`config.mk`:
```
export PLATFORM = sky130hd
export DESIGN_NAME = cla_pipe_adder
export DESIGN_NICKNAME = d
export VERILOG_FILES = /design/src/rtl/alu_pkg.sv /design/src/rtl/cla_block.sv /design/src/rtl/cla_pipe_adder.sv
export SDC_FILE = /design/constraint.sdc
export NUM_CORES = 1
export LEC_CHECK = 0
export BUFFER_PORTS_ARGS = -buffer_cell sky130_fd_sc_hd__buf_4
export CORE_MARGIN = 5
export CORE_UTILIZATION = 61
export DETAILED_ROUTE_END_ITERATION = 10
export MAX_ROUTING_LAYER = met4
export PLACE_DENSITY = 0.89
export SYNTH_ARGS = -nofsm -noshare
export SYNTH_HDL_FRONTEND = slang
export SYNTH_HIERARCHICAL = 1
export SYNTH_SLANG_ARGS = --single-unit
```
`constraint.sdc`:
```
create_clock -name clk -period 15.6 [get_ports clk]
set_input_delay 1.56 -clock clk [delete_from_list [all_inputs] [get_ports clk]]
set_output_delay 1.56 -clock clk [all_outputs]
set_load 0.1 [all_outputs]
```
`src/rtl/alu_pkg.sv`:
```
`default_nettype none
// ============================================================================
// Module      : alu_pkg
// Description : Shared constants and helpers for the ALU32 adder datapath.
// Revision    : 1.0
// ============================================================================
package alu_pkg;

    localparam int ALU_WIDTH = 32;
    localparam int CLA_BLK   = 4;

    localparam logic c_MODE_ADD = 1'b0;
    localparam logic c_MODE_SUB = 1'b1;

    function automatic int calc_stages(input int width, input int blk, input int blks_per_stage);
        return width / (blk * blks_per_stage);
    endfunction

endpackage
`default_nettype wire

```
`src/rtl/cla_block.sv`:
```
`default_nettype none
// ============================================================================
// Module      : cla_block
// Description : BLK-bit carry-lookahead group with group generate/propagate.
// Revision    : 1.0
// ============================================================================
module cla_block
    import alu_pkg::*;
#(
    parameter int BLK = CLA_BLK
) (
    input  logic [BLK-1:0] a,
    input  logic [BLK-1:0] b,
    input  logic           ci,
    output logic [BLK-1:0] sum,
    output logic           g,
    output logic           p,
    output logic           cmsb
);

    logic [BLK-1:0] w_g;
    logic [BLK-1:0] w_p;
    logic [BLK:0]   w_gen;
    logic [BLK:0]   w_pp;
    logic [BLK-1:0] w_c;

    assign w_g = a & b;
    assign w_p = a ^ b;

    // Each bit carry is G[i-1:0] | P[i-1:0] & ci, so ci fans out directly.
    always_comb begin
        w_gen    = '0;
        w_pp     = '0;
        w_c      = '0;
        w_pp[0]  = 1'b1;
        for (int i = 0; i < BLK; i++) begin
            w_gen[i+1] = w_g[i] | (w_p[i] & w_gen[i]);
            w_pp[i+1]  = w_p[i] & w_pp[i];
        end
        for (int i = 0; i < BLK; i++) begin
            w_c[i] = w_gen[i] | (w_pp[i] & ci);
        end
    end

    assign sum  = w_p ^ w_c;
    assign g    = w_gen[BLK];
    assign p    = w_pp[BLK];
    assign cmsb = w_c[BLK-1];

endmodule
`default_nettype wire

```
`src/rtl/cla_pipe_adder.sv`:
```
`default_nettype none
// ============================================================================
// Module      : cla_pipe_adder
// Description : Pipelined carry-lookahead adder/subtractor, valid/ready both sides.
// Revision    : 1.0
// ============================================================================
module cla_pipe_adder
    import alu_pkg::*;
#(
    parameter int WIDTH          = ALU_WIDTH,
    parameter int BLK            = CLA_BLK,
    parameter int BLKS_PER_STAGE = 2
) (
    input  logic             clk,
    input  logic             rst,
    input  logic             in_valid,
    output logic             in_ready,
    input  logic [WIDTH-1:0] in_a,
    input  logic [WIDTH-1:0] in_b,
    input  logic             in_cin,
    input  logic             in_sub,
    input  logic             in_en,
    output logic             out_valid,
    input  logic             out_ready,
    output logic [WIDTH-1:0] out_sum,
    output logic             out_cout,
    output logic             out_ovf,
    output logic             out_zero
);

    localparam int SW     = BLK * BLKS_PER_STAGE;
    localparam int STAGES = calc_stages(WIDTH, BLK, BLKS_PER_STAGE);
    localparam int LAST   = STAGES - 1;

    if (WIDTH % SW != 0) begin : g_width_check
        $error("cla_pipe_adder: WIDTH must be a multiple of BLK*BLKS_PER_STAGE");
    end

    logic             r_v   [STAGES];
    logic             r_c   [STAGES];
    logic             r_en  [STAGES];
    logic [WIDTH-1:0] r_a   [STAGES];
    logic [WIDTH-1:0] r_b   [STAGES];
    logic [WIDTH-1:0] r_s   [STAGES];

    logic [WIDTH-1:0] w_snext   [STAGES];
    logic             w_cout_st [STAGES];
    logic             w_cmsb_st [STAGES];

    logic             r_out_valid;
    logic [WIDTH-1:0] r_sum;
    logic             r_cout;
    logic             r_ovf;
    logic             r_zero;

    logic             w_advance;
    logic [WIDTH-1:0] w_b_eff;
    logic             w_c0;

    assign w_advance = !r_out_valid || out_ready;
    assign in_ready  = w_advance && !rst;
    assign w_b_eff   = (in_sub == c_MODE_SUB) ? ~in_b : in_b;
    assign w_c0      = (in_sub == c_MODE_SUB) ? 1'b1 : in_cin;

    for (genvar k = 0; k < STAGES; k++) begin : g_stage
        logic [BLKS_PER_STAGE:0]   w_gc;
        logic [BLKS_PER_STAGE-1:0] w_gg;
        logic [BLKS_PER_STAGE-1:0] w_gp;
        logic [BLKS_PER_STAGE-1:0] w_cm;
        logic [SW-1:0]             w_sum;

        for (genvar j = 0; j < BLKS_PER_STAGE; j++) begin : g_grp
            localparam int LSB = k * SW + j * BLK;
            cla_block #(.BLK(BLK)) u_cla (
                .a    (r_a[k][LSB +: BLK]),
                .b    (r_b[k][LSB +: BLK]),
                .ci   (w_gc[j]),
                .sum  (w_sum[j*BLK +: BLK]),
                .g    (w_gg[j]),
                .p    (w_gp[j]),
                .cmsb (w_cm[j])
            );
        end

        // Group-level chaining inside the stage; the stage carry then ripples on.
        always_comb begin
            w_gc    = '0;
            w_gc[0] = r_c[k];
            for (int j = 0; j < BLKS_PER_STAGE; j++) begin
                w_gc[j+1] = w_gg[j] | (w_gp[j] & w_gc[j]);
            end
        end

        assign w_cout_st[k] = w_gc[BLKS_PER_STAGE];
        assign w_cmsb_st[k] = w_cm[BLKS_PER_STAGE-1];
        assign w_snext[k]   = r_s[k] | (WIDTH'(w_sum) << (k * SW));
    end

    always_ff @(posedge clk) begin
        if (rst) begin
            for (int k = 0; k < STAGES; k++) begin
                r_v[k]  <= 1'b0;
                r_c[k]  <= 1'b0;
                r_en[k] <= 1'b0;
                r_a[k]  <= '0;
                r_b[k]  <= '0;
                r_s[k]  <= '0;
            end
            r_out_valid <= 1'b0;
            r_sum       <= '0;
            r_cout      <= 1'b0;
            r_ovf       <= 1'b0;
            r_zero      <= 1'b0;
        end else if (w_advance) begin
            r_v[0]  <= in_valid;
            r_a[0]  <= in_a;
            r_b[0]  <= w_b_eff;
            r_c[0]  <= w_c0;
            r_en[0] <= in_en;
            r_s[0]  <= '0;
            for (int k = 1; k < STAGES; k++) begin
                r_v[k]  <= r_v[k-1];
                r_a[k]  <= r_a[k-1];
                r_b[k]  <= r_b[k-1];
                r_c[k]  <= w_cout_st[k-1];
                r_en[k] <= r_en[k-1];
                r_s[k]  <= w_snext[k-1];
            end
            // Disabled transactions still emit, with result and every flag gated to zero.
            r_out_valid <= r_v[LAST];
            r_sum       <= r_en[LAST] ? w_snext[LAST] : '0;
            r_cout      <= r_en[LAST] & w_cout_st[LAST];
            r_ovf       <= r_en[LAST] & (w_cmsb_st[LAST] ^ w_cout_st[LAST]);
            r_zero      <= r_en[LAST] & (w_snext[LAST] == '0);
        end
    end

    assign out_valid = r_out_valid;
    assign out_sum   = r_sum;
    assign out_cout  = r_cout;
    assign out_ovf   = r_ovf;
    assign out_zero  = r_zero;

endmodule
`default_nettype wire

```
== After elaboration in Yosys (flattened, before gate mapping) ==
Memory sizes are Yosys's and may differ from the RTL's. A register that Yosys moved wholly into a read port is not among the register bits.
Cells that the tools add are included.
W data, S select, Z words.
Storage, ports and cells
  register bits after elaboration: 35
  bits in latches: 0
  memory bits (writable): 396
  ROM bits: 0
  input port bits: 71
  output and inout bits: 37
  logic and storage cells: 240
  memories: 6
Operators by class
  $add $sub $neg: 0
  multipliers: 0
  divide/modulo/power cells: 0
  $lt $le $gt $ge: 0
  equality and inequality tests: 0
  shift-type cells: 0
  muxes and demuxes: 32
  bitwise logic cells: 193
  reductions and logical operators: 5
Memory list
  r_a: depth 4, width 32, read ports 4, clocked after memory_dff 0, write ports 4, line cla_pipe_adder.sv:42  | logic [WIDTH-1:0] r_a [STAGES];
  r_b: depth 4, width 32, read ports 4, clocked after memory_dff 0, write ports 4, line cla_pipe_adder.sv:43  | logic [WIDTH-1:0] r_b [STAGES];
  r_s: depth 4, width 32, read ports 4, clocked after memory_dff 0, write ports 4, line cla_pipe_adder.sv:44  | logic [WIDTH-1:0] r_s [STAGES];
  r_c: depth 4, width 1, read ports 4, clocked after memory_dff 0, write ports 4, line cla_pipe_adder.sv:40  | logic r_c [STAGES];
  r_en: depth 4, width 1, read ports 4, clocked after memory_dff 0, write ports 4, line cla_pipe_adder.sv:41  | logic r_en [STAGES];
  r_v: depth 4, width 1, read ports 4, clocked after memory_dff 1, write ports 4, line cla_pipe_adder.sv:39  | logic r_v [STAGES];
Operators by type and width (number)
  $mux W32: 14
  $and A1 B1 Y1: 83
  $or A1 B1 Y1: 80
  $xor A4 B4 Y4: 16
  $and A4 B4 Y4: 8
  $logic_not A32 Y1: 1
  $not A32 Y32: 1
  $or A32 B16 Y32: 1
  $or A32 B24 Y32: 1
  $or A32 B32 Y32: 1
  $or A32 B8 Y32: 1
  $mux W1: 18
  $logic_not A1 Y1: 2
  $logic_and A1 B1 Y1: 1
  $logic_or A1 B1 Y1: 1
  $xor A1 B1 Y1: 1

== Longest topological paths before layout ==
Gate-level depths: netlist of the first run.
An unclocked memory read counts as a cell.
  depth in word-level cells: 15
  gate-level depth with buffers: 11
  depth with buffers taken out: 11

== Modules after synthesis ==
Netlist of the first run, hierarchy kept.
Modules (own cells, without submodules)
  cla_pipe_adder: instances 1, cells an instance 630, area an instance 9639.2 sq um, sequential area each 7327.0 sq um
  cla_block (g_stage[0].g_grp[0].u_cla ...): instances 6, cells an instance 23, area an instance 173.9 sq um, sequential area each 0.0 sq um
  cla_block (g_stage[3].g_grp[0].u_cla): instances 1, cells an instance 23, area an instance 177.7 sq um, sequential area each 0.0 sq um
  cla_block (g_stage[3].g_grp[1].u_cla): instances 1, cells an instance 22, area an instance 176.4 sq um, sequential area each 0.0 sq um

== Worst setup path after synthesis of the first run ==
No wires, ideal clock.
  path type: input to register
  from: in out_ready
  to: mem r_a[0][0] (netlist bit) (enable)
  setup time: 0.572 ns
  data arrival time: 6.266 ns
  required time: 15.028 ns
  setup slack: 8.762 ns
  stages on the path: 5
  buffers on the path: 2
  path through: nand2b_4 buf_6 nor2_4 buf_2 inv_1
RTL lines
  start: declaration: line cla_pipe_adder.sv:24  | input logic out_ready,
  end: declaration: line cla_pipe_adder.sv:42

== Worst setup path in the final report of the first run ==
  from: in rst
  to: out in_ready
Between the ends
  word-level cells in the longest chain between the ends: 2
Ends and longest elaborated chain
  start: declaration: line cla_pipe_adder.sv:15  | input logic rst,
  $logic_not A1 Y1: line cla_pipe_adder.sv:61  | assign in_ready = w_advance && !rst;
  $logic_and A1 B1 Y1: line cla_pipe_adder.sv:61
  end: declaration: line cla_pipe_adder.sv:17  | output logic in_ready,
No other way between the ends.

==> results of run 1 <==
## kinds of logic after synthesis
logic type,Yosys count,synth area share
AND/OR/NAND/NOR,278,0.141
flip-flops,256,0.664
AO/OA/AOI/OAI,92,0.0644
buffers and inverters,90,0.0348
XOR/XNOR,57,0.0452
adder cells (fa/ha/maj),40,0.0508
## per-layer routing
metal / wire, um / share of wire / global-route usage / vias up
met2: 8750 / 0.46 / 0.293 / 218
met5: 0 / 0 / - / -
met3: 1260 / 0.067 / 0.0298 / 46
met4: 471 / 0.025 / 0.0574 / 0
met1: 8360 / 0.44 / 0.247 / 2926
li1: - / - / - / 3142
## worst max-delay path by stage
stage          slack, ns  depth (start not counted)                      end  startpoint
2_1_floorplan       8.76                          5  r_a[0][0]$_SDFFCE_PN0P_   out_ready
6_report           10.92                          6                 in_ready         rst
3_5_place_dp       10.91                          6                 in_ready         rst
4_1_cts            10.90                          6                 in_ready         rst
5_1_grt            10.75                          6                 in_ready         rst
3_3_place_gp       10.97                          6                 in_ready         rst
## flip-flops by register name, summed over array words and instances (netlist names)
signal     cells
r_c            4
out_cout       1
out_valid      1
r_en           4
r_b           80
r_s           48
r_a           80
out_sum       32
out_zero       1
out_ovf        1
r_v            4
## power breakdown
part	internal (W)	switching (W)	total, W	leakage, nW
Sequential	0.000778	0.0000123	0.000790	2.91
Clock	0.000350	0.000242	0.000592	0.415
Combinational	0.0000456	0.0000497	0.0000953	2.67
## stage by stage
step | hold WS [ns] | instance area (sq um) | std cells | total power, W
final | 0.453 | 12700 | 1144 | 0.00148
after global placement | 0.428 | 11900 | 1098 | 0.000892
after CTS | 0.459 | 12700 | 1144 | 0.00149
after global routing | 0.467 | 12700 | 1144 | 0.00153
after detailed placement | 0.444 | 11900 | 1098 | 0.000899
after floorplan | 0.419 | 11000 | 813 | 0.000865
## worst max-delay path: cells and delay by family
family,cells,cell delay (ns)
and+or+nand+nor,1,0.20
buffers and inverters,5,1.33
## area by class of cell
class / instances / area, sq um
well taps: 229 / 287
flip-flops and latches: 256 / 7330
clock inverters: 14 / 123
multi-input cells: 467 / 3330
repair buffers: 111 / 833
clock buffers: 32 / 702
inverters: 35 / 140
fillers: 1174 / 5160
## cell usage in the layout (no fill, tap or decap), drive strengths merged
cell type	Yosys	routed
xor2	17	17
nand2b	1	1
and4	1	1
o21bai	8	8
fa	8	8
clkbuf	38	32
nor2	62	62
o21ai	18	18
edfxtp	220	220
a22o	33	33
a21o	5	5
inv	35	37
nand2	19	19
a211oi	8	8
and3	185	185
clkinv	0	10
a21oi	20	20
nor4	8	8
bufinv	0	2
buf	17	111
xnor2	40	40
ha	32	32
dfxtp	36	36
nand4	2	2
==> impl_metrics.py, run 1 <==
metrics = {
    "placement": {
        "gp_congestion": 0.802,
        "place_ws_ns": 10.91,
        "dp_hpwl_mm": 11.9,
        "place.port_buffers": 107,
    },
    "worst_hold_path": {
        "hold_depth": 1,
        "min-delay-start": "r_v[3]$_DFFE_PP_",
        "timing.hold.worst_endpoint": "out_valid$_SDFFE_PP0N_",
        "timing.hold.worst.class": "register to register",
    },
    "routing": {
        "drt_pre_antenna_iters": 5,
        "post-route-drc-count": 0,
        "detail_route.vias_per_cell": 5.53,
        "ant_nets": 0,
        "detail_route.iter0.violations": 514,
        "wl_per_cell_um": 16.5,
        "postRouteWirelength_mm": 18.8,
        "detailroute.via_count": 6332,
    },
    "timing": {
        "maxSlewViolCount": 0,
        "timing.final.hold_violations": 0,
        "setup-violations-final": 0,
        "crit_path_time_final_ns": 4.68,
        "maxClockFrequency_mhz": 214,
        "rsz_0062_raised_after_global_routing": "no",
        "max-slew-margin-rel": 0.186,
        "minimum_setup_slack_in_the_final_design_ns": 10.92,
        "final.setup_skew_ns": 0.0113,
        "tightest_slew_ns": 1.22,
        "tns_ns": 0,
        "timing.final.crit_share": 0.300,
    },
    "yosys": {
        "syn_inst": 813,
        "yosysWarningCount": 6,
        "synth_commonest_cells": "sky130_fd_sc_hd__edfxtp_1, sky130_fd_sc_hd__and3_1, sky130_fd_sc_hd__nor2_1",
        "synth-async-reset-ratio": 0,
        "synth.ff_latch_count": 256,
        "yosysTopAreaCellShare": 0.599,
        "ys_dominant_reg_cell": "sky130_fd_sc_hd__edfxtp_1",
        "yosysMostFrequentCell": "sky130_fd_sc_hd__edfxtp_1",
        "synth-edff-count": 220,
        "synthDistinctLibCells": 27,
        "synthesis.nets": 924,
        "synth.yosys.seq_area_share": 0.664,
        "avgSynthCellArea_sq_um": 13.6,
        "netlist.top_cell.by_area": "sky130_fd_sc_hd__edfxtp_1",
        "syn_area_sq_um": 11000,
        "synth.area.top_cells": "sky130_fd_sc_hd__edfxtp_1, sky130_fd_sc_hd__and3_1, sky130_fd_sc_hd__dfxtp_1",
    },
    "global_route": {
        "antenna_found_initial": 0,
        "grt_pass1_vias": 6159,
        "gr-total-overflow": 0,
        "grt_first_pass_wirelength_mm": 30.1,
        "grt.total_usage": 0.184,
        "grt_start_max_net_pins": 167,
    },
    "setup_path": {
        "capture_point_of_the_worst_reg_to_reg_path": "r_b[0][19]$_SDFFCE_PN0P_",
        "critPathKind": "input port to output pin",
        "worstPathMaxFanout": 64,
        "critical-path-max-stage-delay_ns": 0.46,
        "dominant_cell_type_by_count_on_the_critical_path": "sky130_fd_sc_hd__buf_4",
        "crit_arrival_ns": 3.12,
        "r2r_setup_slack_ns": 12.84,
        "end_kind": "output pin",
        "worstPathCellList": "buf_4 -> clkinv_2 -> nand2_1 -> buf_4 -> inv_1 -> buf_4",
        "worst_path_max_delay_cell": "sky130_fd_sc_hd__clkinv_2",
        "required_ns": 14.04,
        "startpoint_type": "input port",
        "number_of_cells_on_the_worst_reg_to_reg_path": 4,
        "crit-reg2reg-launch": "out_valid$_SDFFE_PP0N_",
    },
    "run_status": {
        "result_of_the_run": "finished clean",
    },
    "clocking": {
        "cts-htree-levels": 1,
        "post-cts-setup-buffer-count": 0,
        "cts_sinks": 256,
        "cts_inserted_buffers": 25,
        "clock_slew_at_reported_path_ffs_ns": 0.06,
        "cts-root-to-sink-buffers": 3,
        "tritoncts": "built",
        "cts-hold-fix-buffers": 0,
        "cts.repair.resized": 0,
        "clk-insertion-delay-late_ns": 0.52,
        "cts.root.buffer_cell": "sky130_fd_sc_hd__clkbuf_16",
    },
    "die": {
        "die_height_um": 145,
        "row_count": 49,
        "chipWidth_um": 145,
        "floorplan.initialDensity": 0.617,
        "design.core.area_sq_um": 17900,
        "number_of_placed_i_o_pins": 108,
        "design.die.area_sq_um": 20900,
    },
    "cells_and_area": {
        "diodes": 0,
        "utilization": 0.711,
        "drive_gt1_frac": 0.188,
        "areaGrowthSynthToFinish_pct": 15.4,
        "design.final.nets": 1007,
    },
    "flow_run": {
        "maxCapViolCount": 0,
    },
    "pwr": {
        "ir_drop_mv": 0.0747,
        "cellLeakagePower_nw": 6.00,
        "p_per_area_nw_per_um2": 116,
    },
}
No activity file was read; power rests on OpenSTA's default activity.
==> run 2: changes to the inputs <==
--- a/config.mk
+++ b/config.mk
@@ -7,10 +7,10 @@
 export LEC_CHECK = 0
 export BUFFER_PORTS_ARGS = -buffer_cell sky130_fd_sc_hd__buf_4
 export CORE_MARGIN = 5
-export CORE_UTILIZATION = 61
+export CORE_UTILIZATION = 59
 export DETAILED_ROUTE_END_ITERATION = 10
 export MAX_ROUTING_LAYER = met4
-export PLACE_DENSITY = 0.89
+export PLACE_DENSITY = 0.87
 export SYNTH_ARGS = -nofsm -noshare
 export SYNTH_HDL_FRONTEND = slang
 export SYNTH_HIERARCHICAL = 1
==> constraint.sdc (replaced) <==
create_clock -name clk -period 4.4 [get_ports clk]
set_input_delay 0.44 -clock clk [delete_from_list [all_inputs] [get_ports clk]]
set_output_delay 0.44 -clock clk [all_outputs]
set_load 0.1 [all_outputs]
==> impl_metrics.py, run 2 (synthesis results as in run 1) <==
metrics = {
    "placement": {
        "gp_congestion": 0.765,
        "dp_hpwl_mm": 12.2,
        "dpl-instance-area_sq_um": 11900,
        "place.port_buffers": 107,
    },
    "setup_path": {
        "crit-reg2reg-launch": "r_a[3][25]$_SDFFCE_PN0P_",
        "capture_point_of_the_worst_reg_to_reg_path": "out_zero$_SDFFE_PP0N_",
        "critPathKind": "register to register",
        "r2r_setup_slack_ns": 1.83,
        "endpoint": "out_zero$_SDFFE_PP0N_",
        "number_of_cells_on_the_worst_reg_to_reg_path": 11,
        "timing.critical_path.from": "r_a[3][25]$_SDFFCE_PN0P_",
        "end_kind": "register",
        "crit_arrival_ns": 3.02,
        "startpoint_type": "register",
        "required_ns": 4.85,
        "worstPathMaxFanout": 5,
    },
    "clocking": {
        "cts_sinks": 256,
        "post-cts-setup-buffer-count": 0,
        "cts.root.buffer_cell": "sky130_fd_sc_hd__clkbuf_16",
        "tritoncts": "built",
        "clk-insertion-delay-late_ns": 0.52,
        "clock_slew_at_reported_path_ffs_ns": 0.06,
        "cts-root-to-sink-buffers": 3,
        "cts_inserted_buffers": 26,
        "cts.repair.resized": 0,
        "cts-hold-fix-buffers": 0,
        "cts-htree-levels": 1,
    },
    "global_route": {
        "gr-total-overflow": 0,
        "grt_start_max_net_pins": 120,
        "grt_pass1_vias": 6314,
        "grt_first_pass_wirelength_mm": 31.1,
        "grt.total_usage": 0.179,
        "antenna_found_initial": 0,
    },
    "timing": {
        "maxClockFrequency_mhz": 390,
        "timing.final.crit_share": 0.583,
        "crit_path_time_final_ns": 2.57,
        "timing.hold.ws_ns": 0.220,
        "final.setup_skew_ns": 0.0123,
        "tightest_slew_ns": 1.07,
        "timing.final.hold_violations": 0,
        "tns_ns": 0,
        "rsz_0062_raised_after_global_routing": "no",
        "maxSlewViolCount": 0,
        "setup-violations-final": 0,
        "max-slew-margin-rel": 0.287,
    },
    "worst_hold_path": {
        "timing.hold.worst.class": "input port to register",
    },
    "cells_and_area": {
        "finalInstanceArea_sq_um": 12800,
        "design.final.nets": 1011,
        "fillCellCount": 1237,
        "mostFrequentLayoutCell": "sky130_fd_sc_hd__edfxtp_1",
        "drive_gt1_frac": 0.191,
        "diodes": 0,
        "layout_common_cells": "sky130_fd_sc_hd__edfxtp_1, sky130_fd_sc_hd__and3_1, sky130_fd_sc_hd__buf_4, sky130_fd_sc_hd__nor2_1, sky130_fd_sc_hd__xnor2_1",
        "utilization": 0.691,
        "areaGrowthSynthToFinish_pct": 16.4,
        "regs_by_ff_count": "r_a (80), r_b (80), r_s (48)",
    },
    "pwr": {
        "p_per_area_nw_per_um2": 421,
        "ir_drop_mv": 0.288,
        "power.share.clock": 0.419,
        "share_comb_of_total_power": 0.063,
        "netSwitchingPower_w": 0.00108,
        "swShare": 0.200,
        "cell_internal_pwr_w": 0.00432,
        "sequential_power_share": 0.518,
        "cellLeakagePower_nw": 6.02,
    },
    "die": {
        "design.core.area_sq_um": 18600,
        "die_height_um": 147,
        "chipWidth_um": 147,
        "number_of_placed_i_o_pins": 108,
        "row_count": 50,
        "floorplan.initialDensity": 0.594,
        "design.die.area_sq_um": 21500,
    },
    "flow_run": {
        "maxCapViolCount": 0,
    },
    "routing": {
        "drt_pre_antenna_iters": 5,
        "detail_route.iter0.violations": 496,
        "ant_nets": 0,
        "postRouteWirelength_mm": 19.0,
        "post-route-drc-count": 0,
        "detailroute.via_count": 6354,
        "wl_per_cell_um": 16.5,
        "detail_route.vias_per_cell": 5.51,
    },
    "run_status": {
        "result_of_the_run": "finished clean",
    },
}
-- run 2: area by class of cell --
cell class,instances,area [sq um],area share
flip-flops and latches,256,7330,0.571
repair buffers,114,856,0.0666
clock buffers,28,679,0.0529
clock inverters,20,225,0.0175
multi-input cells,467,3330,0.259
well taps,234,293,0.0228
inverters,35,136,0.0106
-- run 2: worst min-delay path by stage --
stage,from,end,slack (ns),cells past startpoint
floorplan,r_v[3]$_DFFE_PP_,out_valid$_SDFFE_PP0N_,0.42,1
global placement,out_ovf$_SDFFE_PP0N_,out_ovf$_SDFFE_PP0N_,0.44,2
detailed placement,out_cout$_SDFFE_PP0N_,out_cout$_SDFFE_PP0N_,0.45,2
CTS,in_cin,r_c[0]$_SDFFCE_PN0P_,0.20,3
global route,in_a[6],r_a[0][6]$_SDFFCE_PN0P_,0.21,2
finish,in_cin,r_c[0]$_SDFFCE_PN0P_,0.22,3
-- run 2: layer usage --
metal / vias up / GRT usage / part of all wire / wire, um
met5: - / - / 0 / 0
met4: 0 / 0.0414 / 0.018 / 335
met3: 33 / 0.0305 / 0.058 / 1110
met2: 173 / 0.292 / 0.49 / 9230
met1: 2992 / 0.239 / 0.44 / 8320
li1: 3156 / - / - / -
-- run 2: critical path: stages (launching register included) --
cell	delay, ns
sky130_fd_sc_hd__edfxtp_1	0.39
sky130_fd_sc_hd__ha_1	0.40
sky130_fd_sc_hd__a21oi_1	0.09
sky130_fd_sc_hd__o21ai_0	0.17
sky130_fd_sc_hd__a21o_1	0.17
sky130_fd_sc_hd__inv_1	0.08
sky130_fd_sc_hd__fa_1	0.49
sky130_fd_sc_hd__inv_1	0.05
sky130_fd_sc_hd__nor4_1	0.28
sky130_fd_sc_hd__nand4_1	0.13
sky130_fd_sc_hd__nor2_1	0.13
sky130_fd_sc_hd__a22o_1	0.12
-- run 2: through the flow --
step / setup WS [ns] / power [W] / instances
6_report: 1.83 / 0.00541 / 1154
5_1_grt: 1.60 / 0.00561 / 1154
4_1_cts: 1.81 / 0.00545 / 1154
3_5_place_dp: 1.65 / 0.00319 / 1106
3_3_place_gp: 1.69 / 0.00317 / 1106
2_1_floorplan: -0.317 / 0.00307 / 813
-- run 2: power by group through the flow --
stage,combinational [W],sequential [W],clock [W]
after floorplan,0.000229,0.00284,0
after global placement,0.000325,0.00284,0
after detailed placement,0.000337,0.00285,0
after CTS,0.000342,0.00280,0.00231
after global routing,0.000379,0.00281,0.00242
final,0.000340,0.00280,0.00227
